File: src/rtl/uart_pkg.sv
// uart_pkg: shared definitions for the buffered UART transmitter.
//   - uart_state_e : transmit FSM states
//   - ADDR_*       : byte offsets of the memory-mapped registers (addr[7:0])
//   - STAT_*       : bit positions inside the STATUS register
//   - CTRL_*       : bit positions inside the CTRL register
package uart_pkg;

    typedef enum logic [2:0] {
        ST_IDLE   = 3'd0,
        ST_START  = 3'd1,
        ST_DATA   = 3'd2,
        ST_PARITY = 3'd3,
        ST_STOP   = 3'd4
    } uart_state_e;

    localparam logic [7:0] ADDR_TXDATA = 8'h00;
    localparam logic [7:0] ADDR_DIV    = 8'h04;
    localparam logic [7:0] ADDR_STATUS = 8'h08;
    localparam logic [7:0] ADDR_CTRL   = 8'h0C;

    localparam int unsigned STAT_BUSY    = 0;
    localparam int unsigned STAT_FULL    = 1;
    localparam int unsigned STAT_EMPTY   = 2;
    localparam int unsigned STAT_OVF     = 3;
    localparam int unsigned STAT_CNT_LSB = 8;

    localparam int unsigned CTRL_PAR_EN  = 0;
    localparam int unsigned CTRL_PAR_ODD = 1;
    localparam int unsigned CTRL_STOP2   = 2;

endpackage

File: src/rtl/uart_fifo.sv
// uart_fifo: synchronous first-word-fall-through FIFO.
// Ports:
//   i_clk, i_rst_n   clock, asynchronous active-low reset
//   i_push, i_din    write strobe and data (ignored while full)
//   i_pop            read strobe (ignored while empty)
//   o_dout           head entry, valid while !o_empty
//   o_full, o_empty  occupancy flags derived from the count register
//   o_count          number of stored entries (0..DEPTH)
module uart_fifo #(
    parameter int unsigned WIDTH = 8,
    parameter int unsigned DEPTH = 16
) (
    input  logic                     i_clk,
    input  logic                     i_rst_n,
    input  logic                     i_push,
    input  logic [WIDTH-1:0]         i_din,
    input  logic                     i_pop,
    output logic [WIDTH-1:0]         o_dout,
    output logic                     o_full,
    output logic                     o_empty,
    output logic [$clog2(DEPTH):0]   o_count
);

    localparam int unsigned AW = $clog2(DEPTH);
    localparam logic [AW:0] PTR_ONE = {{AW{1'b0}}, 1'b1};

    logic [AW:0]      r_wptr;
    logic [AW:0]      r_rptr;
    logic [AW:0]      r_count;
    logic [WIDTH-1:0] r_mem [DEPTH];
    logic             w_push;
    logic             w_pop;

    // count never exceeds DEPTH (a power of two), so its MSB alone means full
    assign o_full  = r_count[AW];
    assign o_empty = (r_count == '0);
    assign o_count = r_count;
    assign o_dout  = r_mem[r_rptr[AW-1:0]];

    assign w_push = i_push && !o_full;
    assign w_pop  = i_pop && !o_empty;

    always_ff @(posedge i_clk or negedge i_rst_n) begin
        if (!i_rst_n) begin
            r_wptr  <= '0;
            r_rptr  <= '0;
            r_count <= '0;
        end else begin
            if (w_push) r_wptr <= r_wptr + PTR_ONE;
            if (w_pop)  r_rptr <= r_rptr + PTR_ONE;
            case ({w_push, w_pop})
                2'b10:   r_count <= r_count + PTR_ONE;
                2'b01:   r_count <= r_count - PTR_ONE;
                default: ;
            endcase
        end
    end

    always_ff @(posedge i_clk) begin
        if (w_push) r_mem[r_wptr[AW-1:0]] <= i_din;
    end

endmodule

File: src/rtl/uart_tx_fifo.sv
// uart_tx_fifo: memory-mapped UART transmitter with TX FIFO, optional
// even/odd parity, 1 or 2 stop bits, sticky overflow flag and empty irq.
// Ports:
//   clk, rst_n  clock, asynchronous active-low reset
//   wen         1 = write cycle, 0 = read cycle
//   addr        byte address, addr[7:0] decoded (TXDATA/DIV/STATUS/CTRL)
//   wdata       write data
//   rdata       registered read data, unchanged on unmapped reads
//   tx          serial output, idles high
//   irq_empty   registered: FIFO empty and transmitter idle
module uart_tx_fifo
    import uart_pkg::*;
#(
    parameter int unsigned DATA_BITS   = 8,
    parameter int unsigned FIFO_DEPTH  = 16,
    parameter int unsigned DEFAULT_DIV = 1
) (
    input  logic        clk,
    input  logic        rst_n,
    input  logic        wen,
    input  logic [31:0] addr,
    input  logic [31:0] wdata,
    output logic [31:0] rdata,
    output logic        tx,
    output logic        irq_empty
);

    localparam int unsigned CW       = $clog2(FIFO_DEPTH) + 1;
    localparam logic [3:0]  LAST_BIT = 4'(DATA_BITS - 1);

    uart_state_e          r_state;
    logic [31:0]          r_div;
    logic [31:0]          r_cnt;
    logic [2:0]           r_ctrl;
    logic                 r_cfg_par_en;
    logic                 r_cfg_stop2;
    logic                 r_par;
    logic                 r_stop2nd;
    logic [DATA_BITS-1:0] r_shift;
    logic [3:0]           r_bit;
    logic                 r_ovf;
    logic                 r_tx;
    logic                 r_irq;
    logic [31:0]          r_rdata;

    logic [7:0]           w_addr;
    logic                 w_unused_addr;
    logic [DATA_BITS-1:0] w_fifo_dout;
    logic                 w_full;
    logic                 w_empty;
    logic [CW-1:0]        w_count;
    logic                 w_push;
    logic                 w_pop;
    logic                 w_tick;
    logic                 w_last_stop;
    logic                 w_busy;
    logic [31:0]          w_status;

    assign w_addr        = addr[7:0];
    assign w_unused_addr = ^addr[31:8];

    assign tx        = r_tx;
    assign irq_empty = r_irq;
    assign rdata     = r_rdata;

    assign w_tick      = (r_cnt == '0);
    assign w_last_stop = !r_cfg_stop2 || r_stop2nd;
    assign w_push      = wen && (w_addr == ADDR_TXDATA) && !w_full;
    // Pop either from idle, or at the end of the final stop bit so the next
    // start bit follows with no idle gap.
    assign w_pop       = !w_empty &&
                         ((r_state == ST_IDLE) ||
                          (r_state == ST_STOP && w_tick && w_last_stop));
    assign w_busy      = !w_empty || (r_state != ST_IDLE);

    always_comb begin
        w_status                        = '0;
        w_status[STAT_BUSY]             = w_busy;
        w_status[STAT_FULL]             = w_full;
        w_status[STAT_EMPTY]            = w_empty;
        w_status[STAT_OVF]              = r_ovf;
        w_status[STAT_CNT_LSB +: 8]     = 8'(w_count);
    end

    uart_fifo #(
        .WIDTH (DATA_BITS),
        .DEPTH (FIFO_DEPTH)
    ) u_fifo (
        .i_clk   (clk),
        .i_rst_n (rst_n),
        .i_push  (w_push),
        .i_din   (wdata[DATA_BITS-1:0]),
        .i_pop   (w_pop),
        .o_dout  (w_fifo_dout),
        .o_full  (w_full),
        .o_empty (w_empty),
        .o_count (w_count)
    );

    // Bus registers and registered read data.
    always_ff @(posedge clk or negedge rst_n) begin
        if (!rst_n) begin
            r_div   <= DEFAULT_DIV;
            r_ctrl  <= '0;
            r_ovf   <= 1'b0;
            r_rdata <= '0;
        end else if (wen) begin
            case (w_addr)
                ADDR_TXDATA: if (w_full) r_ovf <= 1'b1;
                ADDR_DIV:    r_div  <= wdata;
                ADDR_CTRL:   r_ctrl <= wdata[2:0];
                default:     ;
            endcase
        end else begin
            case (w_addr)
                ADDR_DIV:    r_rdata <= r_div;
                ADDR_STATUS: begin
                    r_rdata <= w_status;
                    r_ovf   <= 1'b0;
                end
                ADDR_CTRL:   r_rdata <= {29'd0, r_ctrl};
                default:     ;
            endcase
        end
    end

    // Baud counter: a bit lasts DIV+1 cycles, tick on the last one.
    always_ff @(posedge clk or negedge rst_n) begin
        if (!rst_n) begin
            r_cnt <= DEFAULT_DIV;
        end else if (wen && (w_addr == ADDR_DIV)) begin
            r_cnt <= wdata;
        end else if (w_pop || w_tick) begin
            r_cnt <= r_div;
        end else begin
            r_cnt <= r_cnt - 32'd1;
        end
    end

    // Transmit FSM. tx is registered and changes together with the state.
    always_ff @(posedge clk or negedge rst_n) begin
        if (!rst_n) begin
            r_state      <= ST_IDLE;
            r_tx         <= 1'b1;
            r_shift      <= '0;
            r_bit        <= '0;
            r_cfg_par_en <= 1'b0;
            r_cfg_stop2  <= 1'b0;
            r_par        <= 1'b0;
            r_stop2nd    <= 1'b0;
            r_irq        <= 1'b1;
        end else begin
            r_irq <= w_empty && (r_state == ST_IDLE);

            // Frame config and parity are captured with the data so that
            // CTRL writes only affect frames popped afterwards.
            if (w_pop) begin
                r_shift      <= w_fifo_dout;
                r_cfg_par_en <= r_ctrl[CTRL_PAR_EN];
                r_cfg_stop2  <= r_ctrl[CTRL_STOP2];
                r_par        <= (^w_fifo_dout) ^ r_ctrl[CTRL_PAR_ODD];
            end

            case (r_state)
                ST_IDLE: begin
                    r_tx <= 1'b1;
                    if (w_pop) begin
                        r_state <= ST_START;
                        r_tx    <= 1'b0;
                    end
                end
                ST_START: begin
                    if (w_tick) begin
                        r_state <= ST_DATA;
                        r_tx    <= r_shift[0];
                        r_bit   <= '0;
                    end
                end
                ST_DATA: begin
                    if (w_tick) begin
                        if (r_bit == LAST_BIT) begin
                            r_stop2nd <= 1'b0;
                            if (r_cfg_par_en) begin
                                r_state <= ST_PARITY;
                                r_tx    <= r_par;
                            end else begin
                                r_state <= ST_STOP;
                                r_tx    <= 1'b1;
                            end
                        end else begin
                            r_shift <= r_shift >> 1;
                            r_tx    <= r_shift[1];
                            r_bit   <= r_bit + 4'd1;
                        end
                    end
                end
                ST_PARITY: begin
                    if (w_tick) begin
                        r_state   <= ST_STOP;
                        r_tx      <= 1'b1;
                        r_stop2nd <= 1'b0;
                    end
                end
                ST_STOP: begin
                    if (w_tick) begin
                        if (!w_last_stop) begin
                            r_stop2nd <= 1'b1;
                        end else if (w_pop) begin
                            r_state <= ST_START;
                            r_tx    <= 1'b0;
                        end else begin
                            r_state <= ST_IDLE;
                            r_tx    <= 1'b1;
                        end
                    end
                end
                default: begin
                    r_state <= ST_IDLE;
                    r_tx    <= 1'b1;
                end
            endcase
        end
    end

endmodule
File: config.mk
export PLATFORM = sky130hd
export DESIGN_NAME = uart_tx_fifo
export DESIGN_NICKNAME = d
export VERILOG_FILES = /design/src/rtl/uart_pkg.sv /design/src/rtl/uart_fifo.sv /design/src/rtl/uart_tx_fifo.sv
export SDC_FILE = /design/constraint.sdc
export NUM_CORES = 1
export LEC_CHECK = 0
export ABC_AREA = 0
export ABC_CLOCK_PERIOD_IN_PS = 3200
export BUFFER_PORTS_ARGS = -buffer_cell sky130_fd_sc_hd__buf_2
export CORE_MARGIN = 3
export CORE_UTILIZATION = 54
export DETAILED_ROUTE_END_ITERATION = 6
export PLACE_DENSITY = 0.85
export SYNTH_ARGS = -nofsm -noshare
export SYNTH_HDL_FRONTEND = slang
export SYNTH_SLANG_ARGS = --single-unit
export TNS_END_PERCENT = 20
File: constraint.sdc
create_clock -name clk -period 3.2 [get_ports clk]
set_input_delay 0.32 -clock clk [delete_from_list [all_inputs] [get_ports clk]]
set_output_delay 0.32 -clock clk [all_outputs]
set_load 0.02 [all_outputs]
; Yosys cells after proc, flatten, opt, wreduce, memory -nomap -nowiden
; Memories as Yosys holds them, arrays and structs flattened.
; Index checks and enable logic that the tools add are counted.
[word_totals]
register_bits = 136
latchBits = 0
ram_bits = 128
romBits = 0
out_inout_bits = 34
elab_cells = 125
mem_count = 1
[memory_table]
columns = name, depth, word_bits, read_ports, rd_ports_with_merged_regs, write_ports, line
row1 = u_fifo.r_mem, 16, 8, 1, 0, 1, uart_fifo.sv:30  ; logic [WIDTH-1:0] r_mem [DEPTH];
[classes]
addsub = 6
n_mul = 0
div = 0
magnitude_cmp = 0
n_eq_ne = 21
n_shift = 0
muxes = 43
bitwise_logic = 2
reduce_logical = 35
[ops]
columns = op, n
row1 = $pmux W32 S3, 1
row2 = $mux W32, 2
row3 = $logic_not A32 Y1, 1
row4 = $mux W8, 4
row5 = $sub A32 B1 Y32 const B, 1
row6 = $mux W3, 8
row7 = $mux W1, 20
row8 = $eq A8 B4 Y1 const B, 2
row9 = $ne A2 B2 Y1 const B, 8
row10 = $add A5 B1 Y5 const B, 3
row11 = $pmux W3 S5, 1
row12 = $mux W4, 3
row13 = $pmux W5 S2, 1
row14 = $logic_and A1 B1 Y1, 9
row15 = $reduce_bool A3 Y1, 3
row16 = $eq A8 B3 Y1 const B, 1
row17 = $logic_not A8 Y1, 1
row18 = $pmux W4 S2, 1
row19 = $reduce_xor A8 Y1, 1
row20 = $reduce_and A7 Y1, 1
row21 = $eq A3 B2 Y1 const B, 2
row22 = $ne A2 B1 Y1 const B, 3
row23 = $reduce_and A2 Y1, 3
row24 = $reduce_and A6 Y1, 1
row25 = 19 further kinds, 26

; Depth between registers and ports, before layout
[depth]
ltp_word = 9
mapped_depth = 14
depth_no_buf = 13

; By module
; Synthesis repeated with hierarchy kept, for this count alone.
[hier_totals]
cells_unflattened = 962
area_unflattened_um2 = 11761.3
[by_module_without_submodules]
columns = mod, instances, cells_each, area_each_um2, seq_area_each_um2
row1 = uart_tx_fifo, 1, 631, 6029.5, 3032.9
row2 = uart_fifo, 1, 331, 5731.7, 4169.0

; Least setup slack after synthesis
; No wires, ideal clock.
[synth_path]
path_kind = register to register
start = register r_cnt[14]
end = register u_fifo.r_count[4] (netlist: u_fifo.o_count[4])
arrival_time_ps = 2968
path_slack_ps = 105
stages_incl_launch_ff = 13
path_buffers = 2
cell_sequence = dfrtp_1 -> or4_4 -> nor4_4 -> o2111ai_2 -> a21oi_4 -> buf_6 -> ha_1 -> clkbuf_1 -> a211oi_1 -> a211oi_1 -> o41a_1 -> o21ai_1 -> xnor2_1
[synth_via]
elab_chain_cells = 8
word_cells_on_any_way = 10
[synth_lines]
columns = item, line
row1 = start: declaration, uart_tx_fifo.sv:33  ; logic [31:0] r_cnt;
row2 = start signal: assignment, uart_tx_fifo.sv:132  ; r_cnt <= wdata;
row3 = start signal: assignment, uart_tx_fifo.sv:134  ; r_cnt <= r_div;
row4 = start signal: assignment, uart_tx_fifo.sv:136  ; r_cnt <= r_cnt - 32'd1;
row5 = $logic_not A32 Y1 (*), uart_tx_fifo.sv:66  ; assign w_tick = (r_cnt == '0);
row6 = $logic_and A1 B1 Y1 (*) (2 in a row), uart_tx_fifo.sv:73  ; (r_state == ST_STOP && w_tick && w_last_stop));
row7 = $logic_or A1 B1 Y1 (*), uart_tx_fifo.sv:72  ; ((r_state == ST_IDLE) ||
row8 = $logic_and A1 B1 Y1 (*), uart_tx_fifo.sv:71  ; assign w_pop = !w_empty &&
row9 = $logic_and A1 B1 Y1 (*), uart_fifo.sv:41  ; assign w_pop = i_pop && !o_empty;
row10 = $eq A2 B1 Y1 / $eq A2 B2 Y1 (equally long branches), uart_fifo.sv:51  ; case ({w_push, w_pop})
row11 = $pmux W5 S2 / $reduce_bool A2 Y1 (equally long branches), n/a
row12 = end signal: assignment, uart_fifo.sv:52  ; 2'b10: r_count <= r_count + PTR_ONE;
row13 = end signal: assignment, uart_fifo.sv:53  ; 2'b01: r_count <= r_count - PTR_ONE;
row14 = end: declaration, uart_fifo.sv:29  ; logic [AW:0] r_count;
; Mark *: on every way between the ends. The rest lies on a longest branch, timed or not.
; A chain may end at the register's enable or synchronous reset.

; Final worst setup path
[layout_path]
start = register r_cnt[0]
end = register r_cnt[13]
[layout_via]
elab_chain_cells = 8
word_cells_on_any_way = 9
[layout_lines]
columns = item, line
row1 = "parallel branches: the longest is 6 deep, another holds $sub A32 B1 Y32", n/a
row2 = $mux W32 (*), uart_tx_fifo.sv:133  ; end else if (w_pop || w_tick) begin
row3 = $mux W32 (*), uart_tx_fifo.sv:131  ; end else if (wen && (w_addr == ADDR_DIV)) begin
; Mark *: on every way between the ends.

==> run_results.csv <==
group,metric,value,unit
run_status,status,"finished, final reports clean",
yosys,syn_avg_cell_area,13.0,µm²
layout,area_delta_synth_final,17.1,%
sta,fin_worst_skew,0.0238,ns
placed_design,placed_area,12200,µm²
pwr,peakVddDrop,487,µV
cts,root_buffer,"clkbuf_16",
yosys,netlist_top_cells_count,"nand2_1, dfrtp_1, edfxtp_1",
flow_run,drv_cap,0,
layout,nets,1077,
sta,setup_viol,0,
sta,min_period,3.11,ns
floorplanning,io_pins,101,
sta,hold_violations,0,
yosys,syn_area,11400,µm²
yosys,yosysTopAreaCellShare,33.7,%
yosys,syn_nets,953,
worst_setup_path,setup.worst_path.end_class,"flip-flop",
floorplanning,die-area,22900,µm²
sta,tns,0,ns
route,drc,0,
sta,clock.fmax,321,MHz
route,drt-wirelength-per-cell,21.1,µm
layout,fin_area,13300,µm²
floorplanning,start_util,55.6,%
floorplanning,fp.coreArea,20500,µm²
sta,slew_viol_final,0,
worst_setup_path,worst_ep_required_time,3.68,ns
cts,htree_levels,1,
yosys,synth_edf_count,128,
cts,cts_tree,"yes",
yosys,synth_ff_type,"dfrtp_1",
grt,antenna_found_initial,0,
grt,grt_overflow,0,
yosys,synth_seq_cells,262,
route,drtAntennaViolNets,0,
worst_setup_path,startpoint_type,"flip-flop",
placed_design,dp_hpwl,16300,µm
route,totalWireLength,27200,µm
route,via_per_inst,6.03,
yosys,synth_area_leaders,"edfxtp_1, dfrtp_1, mux4_2",
hold_path,hold_class,"input pin to flip-flop",
worst_setup_path,crit_arrival,3.59,ns
cts,numCtsBuffers,27,
yosys,netlist-cell-type-count,56,
placed_design,io_buffers,76,
grt,grt_pass1_wl,41800,µm
yosys,synth.most_common_cell,"nand2_1",
sta,holdWs,0.0156,ns
worst_setup_path,crit_fanout,31,
yosys,synth.largest_area_cell,"edfxtp_1",
grt,grt_max_degree,65,
pwr,power,10.6,mW
sta,tightest_slew,1.07,ns
yosys,yosysWarnings,0,
route,first_iter_violations,811,
sta,rsz0062_at_grt,"no",
cts,cts.path.max_buffers,3,
grt,grt_util_all_layers,23.6,%
sta,fin_crit_sh,97.2,%
yosys,netlist_instances,875,
grt,first_global_vias,7656,
layout,final_layout_size_suffix_gt1_share,21.3,%
yosys,synth_seq_area_share,63.2,%
layout,utilization,65.1,%
worst_setup_path,crit_type,"flip-flop to flip-flop",
route,via_count,7772,
yosys,async_flop_share,51.1,%
pwr,powerDensity,794,nW/µm²
pwr,p_leak,5.61,nW
layout,n_antenna_cell,0,
floorplanning,fp.dieH,151,µm
cts,insertion_delay,0.55,ns
cts,cts_num_sinks,262,
floorplanning,rows,52,
floorplanning,die_w,151,µm
cts,cts.reportedPaths.clkPinSlew,0.06,ns
route,first_pass_iters,5,
sta,slew_headroom,28.5,%
placed_design,gp_congestion,0.833,
[power breakdown]
group | total, mW | internal (mW) | leakage (nW) | switching, mW
combinational | 3.06 | 1.53 | 2.28 | 1.52
sequential | 4.40 | 3.89 | 2.90 | 0.506
clock | 3.14 | 1.84 | 0.433 | 1.30
total | 10.6 | 7.26 | 5.61 | 3.33
[routing by layer]
| metal | share of wire (%) | wire (µm) | track usage [%] |
|---|---|---|---|
| met1 | 39 | 10500 | 32.2 |
| met3 | 8.4 | 2270 | 4.04 |
| met5 | 0 | 0 | 0 |
| met2 | 50 | 13600 | 38.7 |
| met4 | 2.8 | 755 | 8.07 |
[critical path, cell delays in order (launching register included)]
cell and delay, ns:
dfstp_2 0.57, inv_1 0.08, ha_1 0.24, nor4b_2 0.19, and3_1 0.24, nand3_1 0.12, a21boi_4 0.86, buf_12 0.25
nor2_1 0.07, a311o_1 0.33, nand2_1 0.08
[registers in the layout, summed over array words and instances, names as in the netlist]
signal          count
r_cfg_par_en        1
r_state             3
irq_empty           1
r_bit               4
r_shift             8
u_fifo.r_wptr       4
u_fifo.o_count      5
r_cfg_stop2         1
u_fifo.r_rptr       4
r_ovf               1
rdata              32
r_cnt              32
u_fifo.r_mem      128
r_par               1
r_div              32
tx                  1
r_stop2nd           1
r_ctrl              3
[area by class of cell]
type | instances | area, µm²
multi-input cells | 560 | 3960
clock inverters | 11 | 123
clock buffers | 38 | 767
flip-flops and latches | 262 | 7200
inverters | 9 | 33.8
fillers | 1352 | 7150
well taps | 270 | 338
repair buffers | 139 | 925
[kinds of logic after synthesis]
logic type                 Yosys count  share of synthesized area (%)
and+or+nand+nor                    289                           11.5
AOI/OAI and AO/OA                  148                           8.13
muxes                               68                           10.2
buffers and inverters               53                           2.35
DFF                                262                           63.2
xor gates and xnor gates            44                           3.50
adders and majority gates           11                           1.21
[layout by cell type, fill, tap and decap left out, types with 12 or more instances in the layout]
master and instances:
nand2_1 165, dfrtp_1 129, edfxtp_1 128, o21ai_0 77
buf_2 75, nor2_1 47, buf_4 41, mux4_2 31
clkbuf_16 27, xnor2_1 25, mux2i_1 25, a22o_1 24
dlygate4sd3_1 21, xor2_1 18, nand3_1 12, a21oi_1 12
[through the flow]
stage | cells | worst slack [ns]
after floorplan | 875 | 0.105
after CTS | 1288 | 0.111
after detailed placement | 1218 | 0.136
after global routing | 1289 | 0.00446
after global placement | 1218 | 0.194
final | 1289 | 0.0888
[repair_timing]
item                       4_1_cts  5_1_grt
setup buffers                    0        1
setup endpoints to repair        0        1
hold buffers                    21        0
hold endpoints to repair        82        0
resized for setup                0        2
[path summary, 6_finish.rpt]
path / slack, ns / cells after the start / from / to
worst max-delay path: 0.09 / 10 / r_cnt[0] / r_cnt[13]
worst min-delay path: 0.02 / 3 / wdata[14] / r_cnt[14]
worst max register to register: 0.09 / 10 / r_cnt[0] / r_cnt[13]
worst min register to register: 0.47 / 2 / rdata[2] / rdata[2]
max in group asynchronous: 1.98 / 3 / rst_n / r_div[0]
min in group asynchronous: 0.35 / 2 / rst_n / r_div[29]
Note: power is estimated with default switching activity, not from simulation.
